===== src/rtl/fnd_scan_controller.sv =====
// fnd_scan_controller
// Converts a 14-bit binary value to four BCD digits with a sequential
// double-dabble engine, then time-multiplexes the digits onto the FND
// select/font decoders. The last completed conversion stays on the display
// while a new one runs.
// Optional build macro: FND_LEADING_ZERO_BLANK_EN (blank leading zero digits).

module fnd_scan_controller #(
   parameter int CLK_DIV = 100000
) (
   input  logic        i_clk,
   input  logic        i_reset_n,
   input  logic        i_load,
   input  logic [13:0] i_data,
   output logic        o_busy,
   output logic        o_overflow,
   output logic [1:0]  o_digitSelect,
   output logic [3:0]  o_value,
   output logic        o_en
);

   localparam int PRESCALE_W = (CLK_DIV > 1) ? $clog2(CLK_DIV) : 1;
   localparam logic [PRESCALE_W-1:0] PRESCALE_MAX = PRESCALE_W'(CLK_DIV - 1);

   typedef enum logic [1:0] {
      IDLE,
      SHIFT,
      DONE
   } state_t;

   state_t      state_q, state_d;
   logic [13:0] operand_q, operand_d;
   logic [15:0] scratch_q, scratch_d;
   logic [3:0]  iterCount_q, iterCount_d;
   logic        overflowNext_q, overflowNext_d;
   logic        busy_q, busy_d;
   logic        overflow_q, overflow_d;
   logic [15:0] display_q, display_d;
   logic        valid_q, valid_d;

   logic [PRESCALE_W-1:0] prescaler_q;
   logic                  scanTick;
   logic [1:0]            index_q;

   logic [1:0]  digitSelect_q;
   logic [3:0]  value_q;
   logic        en_q;
   logic [3:0]  selNibble;
   logic        enNext;
   logic [15:0] adjusted;

   // Double-dabble correction: any BCD nibble of 5 or more gets +3 before the shift.
   function automatic logic [15:0] addThree(input logic [15:0] bcd);
      logic [15:0] res;
      res = bcd;
      for (int n = 0; n < 4; n++) begin
         if (bcd[4*n +: 4] >= 4'd5) begin
            res[4*n +: 4] = bcd[4*n +: 4] + 4'd3;
         end
      end
      return res;
   endfunction

   assign adjusted = addThree(scratch_q);

   // Conversion FSM state and datapath registers.
   always_ff @(posedge i_clk) begin
      if (!i_reset_n) begin
         state_q        <= IDLE;
         operand_q      <= '0;
         scratch_q      <= '0;
         iterCount_q    <= '0;
         overflowNext_q <= 1'b0;
         busy_q         <= 1'b0;
         overflow_q     <= 1'b0;
         display_q      <= '0;
         valid_q        <= 1'b0;
      end else begin
         state_q        <= state_d;
         operand_q      <= operand_d;
         scratch_q      <= scratch_d;
         iterCount_q    <= iterCount_d;
         overflowNext_q <= overflowNext_d;
         busy_q         <= busy_d;
         overflow_q     <= overflow_d;
         display_q      <= display_d;
         valid_q        <= valid_d;
      end
   end

   // Next-state logic; SHIFT spends one terminal cycle at count 0 before DONE,
   // so busy (registered from the SHIFT state) spans exactly 15 cycles.
   always_comb begin
      state_d        = state_q;
      operand_d      = operand_q;
      scratch_d      = scratch_q;
      iterCount_d    = iterCount_q;
      overflowNext_d = overflowNext_q;
      busy_d         = busy_q;
      overflow_d     = overflow_q;
      display_d      = display_q;
      valid_d        = valid_q;

      case (state_q)
         IDLE: begin
            busy_d = 1'b0;
            if (i_load) begin
               if (i_data > 14'd9999) begin
                  operand_d      = 14'd9999;
                  overflowNext_d = 1'b1;
               end else begin
                  operand_d      = i_data;
                  overflowNext_d = 1'b0;
               end
               scratch_d   = '0;
               iterCount_d = 4'd14;
               state_d     = SHIFT;
            end
         end
         SHIFT: begin
            busy_d = 1'b1;
            if (iterCount_q == 4'd0) begin
               state_d = DONE;
            end else begin
               {scratch_d, operand_d} = {adjusted, operand_q} << 1;
               iterCount_d            = iterCount_q - 4'd1;
            end
         end
         DONE: begin
            display_d  = scratch_q;
            overflow_d = overflowNext_q;
            valid_d    = 1'b1;
            busy_d     = 1'b0;
            state_d    = IDLE;
         end
         default: begin
            state_d = IDLE;
         end
      endcase
   end

   assign scanTick = (prescaler_q == PRESCALE_MAX);

   // Scan prescaler: counts 0..CLK_DIV-1 and wraps on the tick.
   always_ff @(posedge i_clk) begin
      if (!i_reset_n) begin
         prescaler_q <= '0;
      end else if (scanTick) begin
         prescaler_q <= '0;
      end else begin
         prescaler_q <= prescaler_q + 1'b1;
      end
   end

   // Free-running digit index, advanced once per scan tick.
   always_ff @(posedge i_clk) begin
      if (!i_reset_n) begin
         index_q <= 2'd0;
      end else if (scanTick) begin
         index_q <= index_q + 2'd1;
      end
   end

   assign selNibble = display_q[{index_q, 2'b00} +: 4];

`ifdef FND_LEADING_ZERO_BLANK_EN
   logic [1:0] msdIndex;

   // Locate the most significant non-zero digit; digit 0 is always shown.
   always_comb begin
      msdIndex = 2'd0;
      if (display_q[7:4] != 4'd0) begin
         msdIndex = 2'd1;
      end
      if (display_q[11:8] != 4'd0) begin
         msdIndex = 2'd2;
      end
      if (display_q[15:12] != 4'd0) begin
         msdIndex = 2'd3;
      end
      enNext = valid_q && (index_q <= msdIndex);
   end
`else
   assign enNext = valid_q;
`endif

   // Registered decoder outputs, updated together so select and value stay coherent.
   always_ff @(posedge i_clk) begin
      if (!i_reset_n) begin
         digitSelect_q <= 2'd0;
         value_q       <= 4'd0;
         en_q          <= 1'b0;
      end else begin
         digitSelect_q <= index_q;
         value_q       <= selNibble;
         en_q          <= enNext;
      end
   end

   assign o_busy        = busy_q;
   assign o_overflow    = overflow_q;
   assign o_digitSelect = digitSelect_q;
   assign o_value       = value_q;
   assign o_en          = en_q;

endmodule


===== config.mk =====
export PLATFORM = sky130hd
export DESIGN_NAME = fnd_scan_controller
export DESIGN_NICKNAME = d
export VERILOG_FILES = /design/src/rtl/fnd_scan_controller.sv
export SDC_FILE = /design/constraint.sdc
export NUM_CORES = 1
export LEC_CHECK = 0
export CORE_MARGIN = 2
export CORE_UTILIZATION = 52
export CTS_BUF_LIST = sky130_fd_sc_hd__clkbuf_8
export DETAILED_ROUTE_END_ITERATION = 7
export DONT_BUFFER_PORTS = 1
export PLACE_DENSITY = 0.67
export SYNTH_ARGS = -nofsm -noshare
export SYNTH_HDL_FRONTEND = slang
export SYNTH_SLANG_ARGS = --single-unit

===== constraint.sdc =====
create_clock -name i_clk -period 2.2 [get_ports i_clk]
set_input_delay 0.33 -clock i_clk [delete_from_list [all_inputs] [get_ports i_clk]]
set_output_delay 0.33 -clock i_clk [all_outputs]
set_load 0.01 [all_outputs]

==> results of run 1 <==
-- area by class of cell --
class | instances | area share (%)
clock inverter | 4 | 0.650
multi-input combinational | 284 | 46.0
sequential | 82 | 42.6
clock buffer | 12 | 4.29
timing repair buffer | 9 | 1.75
tap | 80 | 2.60
inverter | 21 | 2.05
-- synthesized netlist by cell type (all sizes together) (2+ instances only) --
master	number	area share, %
a311oi	2	0.49
o22ai	10	1.8
a22o	3	0.74
nand2b	6	1.1
nor4bb	3	0.84
nand3b	2	0.42
nor2	36	4.0
a32o	3	0.84
o32ai	2	0.49
clkbuf	13	1.4
inv	20	2.1
a21oi	26	3.7
nor3b	2	0.42
xnor2	17	4.2
mux2	3	0.95
and2	7	1.2
nand3	7	1.3
nand4	7	1.2
o21ai	23	3.2
o311a	4	1.1
nand2	66	7.0
ha	10	3.5
and3	3	0.53
nor2b	2	0.35
nor4	7	1.2
nor3	3	0.42
xor2	4	0.98
buf	4	0.56
mux4	4	2.5
mux2i	3	0.84
o31ai	3	0.63
or4	2	0.53
dfxtp	82	46
-- state kept, by name (all words and copies together) (netlist names) --
register	count
scratch_q	16
state_q	2
o_en	1
iterCount_q	4
o_digitSelect	2
index_q	2
operand_q	14
o_overflow	1
overflowNext_q	1
prescaler_q	17
o_value	4
enNext	1
o_busy	1
display_q	16
-- logic make-up after synthesis --
kind of cell             share of synthesized area, %
AND/OR/NAND/NOR                                  21.7
AO/OA/AOI/OAI                                    15.1
flip-flops                                       46.1
buffers and inverters                            4.14
XOR/XNOR                                         5.16
multiplexers                                     4.32
adder cells (fa/ha/maj)                          3.51
-- worst reg2reg max path, delay by kind of cell (launching register included) --
kind	cells	cell delay, ns
AND/OR/NAND/NOR	3	0.95
buffers and inverters	2	0.13
AO/OA/AOI/OAI	1	0.21
adder cells (fa/ha/maj)	1	0.22
flip-flops	1	0.33
-- metrics by stage --
stage / area [µm²] / std cells / hold WS, ns
floorplan: 3560 / 404 / 0.425
global placement: 3660 / 476 / 0.440
detailed placement: 3660 / 476 / 0.443
CTS: 3850 / 492 / 0.0848
global route: 3850 / 492 / 0.0872
finish: 3850 / 492 / 0.0981
-- power by group through the flow --
stage / combinational (mW) / clock (mW) / sequential (mW)
CTS: 0.441 / 1.06 / 1.66
detailed placement: 0.435 / 0 / 1.70
global route: 0.499 / 1.12 / 1.68
global placement: 0.432 / 0 / 1.69
floorplan: 0.350 / 0 / 1.67
finish: 0.443 / 1.03 / 1.66
-- layer usage --
layer	wire length, µm	global-route usage [%]
met2	3150	29.8
met5	0	0
met3	413	6.10
met1	3470	28.6
met4	91	6.68
-- path summary, 6_finish.rpt --
kind	slack [ns]	end	cells past startpoint	startpoint
setup / recovery	0.26	iterCount_q[2]	7	iterCount_q[0]
hold / removal	0.1	o_busy	2	i_reset_n
setup reg to reg	0.26	iterCount_q[2]	7	iterCount_q[0]
hold reg to reg	0.46	display_q[15]	2	display_q[15]
==> impl_metrics.tcl, run 1 <==
set metrics [dict create \
    pwr-share-comb_pct 14.1 \
    antenna_left 0 \
    grt_antenna_before_repair 0 \
    drtPass1Iterations 4 \
    yosys_warnings 0 \
    p_sw_mw 0.867 \
    power.leakage_nw 1.36 \
    ys_types 53 \
    finalSetupTns_ns 0 \
    ioPinCount 26 \
    hpwl_mm 5.01 \
    num_vias 2778 \
    syn_to_final_growth_pct 8.11 \
    antenna_cells 0 \
    ys_ff_latch 82 \
    crit_family "simple AND/OR/NAND/NOR gates" \
    slew_headroom_pct 32.5 \
    arrival_ns 2.18 \
    drive_gt1_share_pct 9.47 \
    multi_input_area_mm2 0.00177 \
    grt_pass1_wl_mm 12.1 \
    nets 434 \
    p_total_mw 3.13 \
    cts_tree "built" \
    htree_num_levels 3 \
    hold_viol 0 \
    mostFrequentLayoutCell "dfxtp_1" \
    finalCriticalPeriod_ns 1.94 \
    avgSynthCellArea_um2 8.82 \
    fillers 623 \
    clockBufferDepth 2 \
    post_drt_via_cell_ratio 5.65 \
    cp_slowest_stage_delay_ns 0.42 \
    track_usage_pct 20.3 \
    critPathLaunchType "register" \
    cts_sinks 82 \
    cts_resized 0 \
    max-vdd-ir-drop_v 0.000357 \
    max_freq_ghz 0.514 \
    cts-root-buf "clkbuf_8" \
    timing.final.crit_share_pct 88.4 \
    row_count 30 \
    required_ns 2.44 \
    yosysSeqAreaShare_pct 46.1 \
    hp-class "input port to register" \
    skew_ns 0.00556 \
    tightest_slew_ns 0.987 \
    critPathSlowestCell "or3b_1" \
    wl_per_cell_um 14.5 \
    p_int_mw 2.27 \
    fin_util_pct 57.3 \
    maxCapViolCount 0 \
    finalMaxSlewViolations 0 \
    grt_pass1_vias 2562 \
    die-area_mm2 0.00753 \
    path_clk_slew_ns 0.08 \
    crit_buf_inv 2 \
    end_kind "register" \
    regArea_mm2 0.00164 \
    clkPwrFrac_pct 32.8 \
    powerDensity_mw_per_mm2 813 \
    cts_made_buffers 9 \
    ys_async_sr_fraction_pct 0 \
    outcome "finished, final reports clean" \
    worstPathCellList "inv_1, ha_1, or3b_1, and3_1, nor2_4, inv_2, a32o_1" \
    drt_iter0_markers 140 \
    rsz0062_at_grt "false" \
    routabilityCongestion 0.845 \
    syn_nets 431 \
    coreArea_mm2 0.00672 \
    hold_buffers 0 \
    wl_mm 7.13 \
    sequentialPowerShare_pct 53.1 \
    yosys_most_used_dff "dfxtp_1" \
    critical_path_class "register to register" \
    grt-ovfl-total 0 \
    cts_setup_buffers 0 \
    pre_cts_ws_ns 0.290 \
    switching_share_pct 27.7 \
    clk_latency_ns 0.35 \
    start_util_pct 53.0 \
    cp_max_fo 9 \
    report.final.setup_viol 0 \
    remaining_drc_errors 0 \
    io_buffers 0 \
    syn_inst 404 \
    synth_edf_count 0 \
    die_y_um 86.8 \
    grt_max_degree 25 \
    die_w_um 86.8 \
    syn_area_mm2 0.00356 \
    layout_common_cells "dfxtp_1, nand2_1, nor2_1" \
    setup_ws_ns 0.255 \
]
(Power assumes the default switching activity.)
==> inputs of run 2 (changes only) <==
--- a/config.mk
+++ b/config.mk
@@ -8,9 +8,10 @@
 export CORE_MARGIN = 2
 export CORE_UTILIZATION = 52
 export CTS_BUF_LIST = sky130_fd_sc_hd__clkbuf_8
+export CTS_CLUSTER_DIAMETER = 120
 export DETAILED_ROUTE_END_ITERATION = 7
 export DONT_BUFFER_PORTS = 1
-export PLACE_DENSITY = 0.67
+export PLACE_DENSITY = 0.66
 export SYNTH_ARGS = -nofsm -noshare
 export SYNTH_HDL_FRONTEND = slang
 export SYNTH_SLANG_ARGS = --single-unit
==> constraint.sdc (replaced) <==
create_clock -name i_clk -period 2.2 [get_ports i_clk]
set_input_delay 0.33 -clock i_clk [delete_from_list [all_inputs] [get_ports i_clk]]
set_output_delay 0.33 -clock i_clk [all_outputs]
set_load 0.05 [all_outputs]
==> impl_metrics.tcl, run 2 (synthesized netlist as in run 1, its figures left out) <==
set metrics [dict create \
    outcome "finished, final reports clean" \
    htree_num_levels 3 \
    cts_setup_buffers 0 \
    hp-class "input port to register" \
    remaining_drc_errors 0 \
    tightest_slew_ns 1.08 \
    arrival_ns 2.17 \
    worst-r2r-setup-slack_ns 0.27 \
    wl_per_cell_um 14.4 \
    end_kind "register" \
    path_clk_slew_ns 0.09 \
    cts-root-buf "clkbuf_8" \
    max-vdd-ir-drop_v 0.000410 \
    required_ns 2.44 \
    syn_to_final_growth_pct 7.94 \
    hpwl_mm 5.16 \
    die_y_um 86.8 \
    final-instance-count-excl-fill 492 \
    drive_gt1_share_pct 9.47 \
    critical_path_class "register to register" \
    clk_latency_ns 0.35 \
    die-area_mm2 0.00753 \
    layout_common_cells "dfxtp_1, nand2_1, nor2_1" \
    mostFrequentLayoutCell "dfxtp_1" \
    hold_depth 1 \
    reg_top3 "prescaler_q: 17 flops, display_q: 16 flops, scratch_q: 16 flops" \
    regMostFlops "prescaler_q" \
    coreArea_mm2 0.00672 \
    clockBufferDepth 2 \
    wl_mm 7.11 \
    routabilityCongestion 0.841 \
    cts_sinks 82 \
    fillers 636 \
    slew_headroom_pct 26.1 \
    maxCapViolCount 0 \
    cp-endpoint "scratch_q[7]" \
    grt_antenna_before_repair 0 \
    start_util_pct 53.0 \
    cts_tree "built" \
    cts_resized 0 \
    finalCriticalPeriod_ns 1.93 \
    hold_viol 0 \
    hold_buffers 0 \
    grt_pass1_vias 2692 \
    track_usage_pct 20.8 \
    die_w_um 86.8 \
    report.final.setup_viol 0 \
    post_drt_via_cell_ratio 5.55 \
    max_freq_ghz 0.518 \
    nets 434 \
    skew_ns 0.0108 \
    cts_made_buffers 9 \
    rsz0062_at_grt "false" \
    antenna_left 0 \
    drtPass1Iterations 4 \
    drt_iter0_markers 130 \
    design_area_mm2 0.00384 \
    hold_ws_ns 0.103 \
    cp-startpoint "iterCount_q[0]" \
    finalSetupTns_ns 0 \
    io_buffers 0 \
    cp_max_fo 9 \
    powerDensity_mw_per_mm2 811 \
    rr_startpoint "iterCount_q[0]" \
    placed_area_mm2 0.00366 \
    num_vias 2729 \
    grt-ovfl-total 0 \
    grt_max_degree 23 \
    ioPinCount 26 \
    finalMaxSlewViolations 0 \
    timing.final.crit_share_pct 87.8 \
    placed_cells 476 \
    antenna_cells 0 \
    largest_register_ffs 17 \
    power.leakage_nw 1.36 \
    grt_pass1_wl_mm 12.3 \
    rr_worst_depth 6 \
    row_count 30 \
    r2r-end "scratch_q[7]" \
    critPathLaunchType "register" \
]
[run 2: changes by cell type in the layout (fill, tap and decap cells not counted)]
cell,previous run,this run
inv_6,0,4
clkinv_4,0,2
clkinvlp_4,2,1
clkinv_2,2,0
clkbuf_8,12,9
[run 2: report_power, final]
group	switching (mW)	total, mW	internal [mW]	leakage [nW]
clock network	0.577	1.01	0.430	0.0912
registers	0.0863	1.67	1.58	0.666
logic	0.260	0.442	0.182	0.605
total	0.923	3.12	2.20	1.36
[run 2: layout make-up]
cell class                 instances  area (µm²)  area share [%]
multi-input combinational        284        1770            46.1
sequential                        82        1640            42.7
clock buffer                       9         124            3.22
tap                               80         100            2.60
inverter                          21        78.8            2.05
timing repair buffer               9        67.6            1.76
clock inverter                     7        60.1            1.56
[run 2: routing by layer]
layer	global-route usage [%]	vias up	wire length (µm)	share of wire (%)
met5	0	-	0	0
met4	7.81	0	61	0.86
met3	3.62	5	252	3.5
met2	32.8	46	3330	47
met1	28.4	1263	3470	49
li1	-	1415	-	-
[run 2: worst max-delay path, cell delays in order, from the launching register on]
cell and delay [ns]:
dfxtp_1 0.34, inv_1 0.06, ha_1 0.22, or3b_1 0.42, and3_1 0.33, and3_1 0.25
a31o_2 0.21
[run 2: metrics by stage]
step           setup WS [ns]  power, mW  util, %
2_1_floorplan          0.416       2.03        -
3_3_place_gp           0.339       2.14     54.5
3_5_place_dp           0.277       2.15     54.5
4_1_cts                0.259       3.16     57.2
5_1_grt                0.129       3.30     57.2
6_report               0.268       3.12     57.2
[run 2: how the worst min path moves through the flow]
stage                              from        endpoint  slack [ns]
after detailed placement  operand_q[13]   operand_q[13]        0.45
final                         i_reset_n  iterCount_q[3]        0.10
after global placement     operand_q[2]    operand_q[2]        0.44
after CTS                     i_reset_n  iterCount_q[3]        0.08
after floorplan           operand_q[10]   operand_q[10]        0.42
after global routing          i_reset_n      o_value[0]        0.08
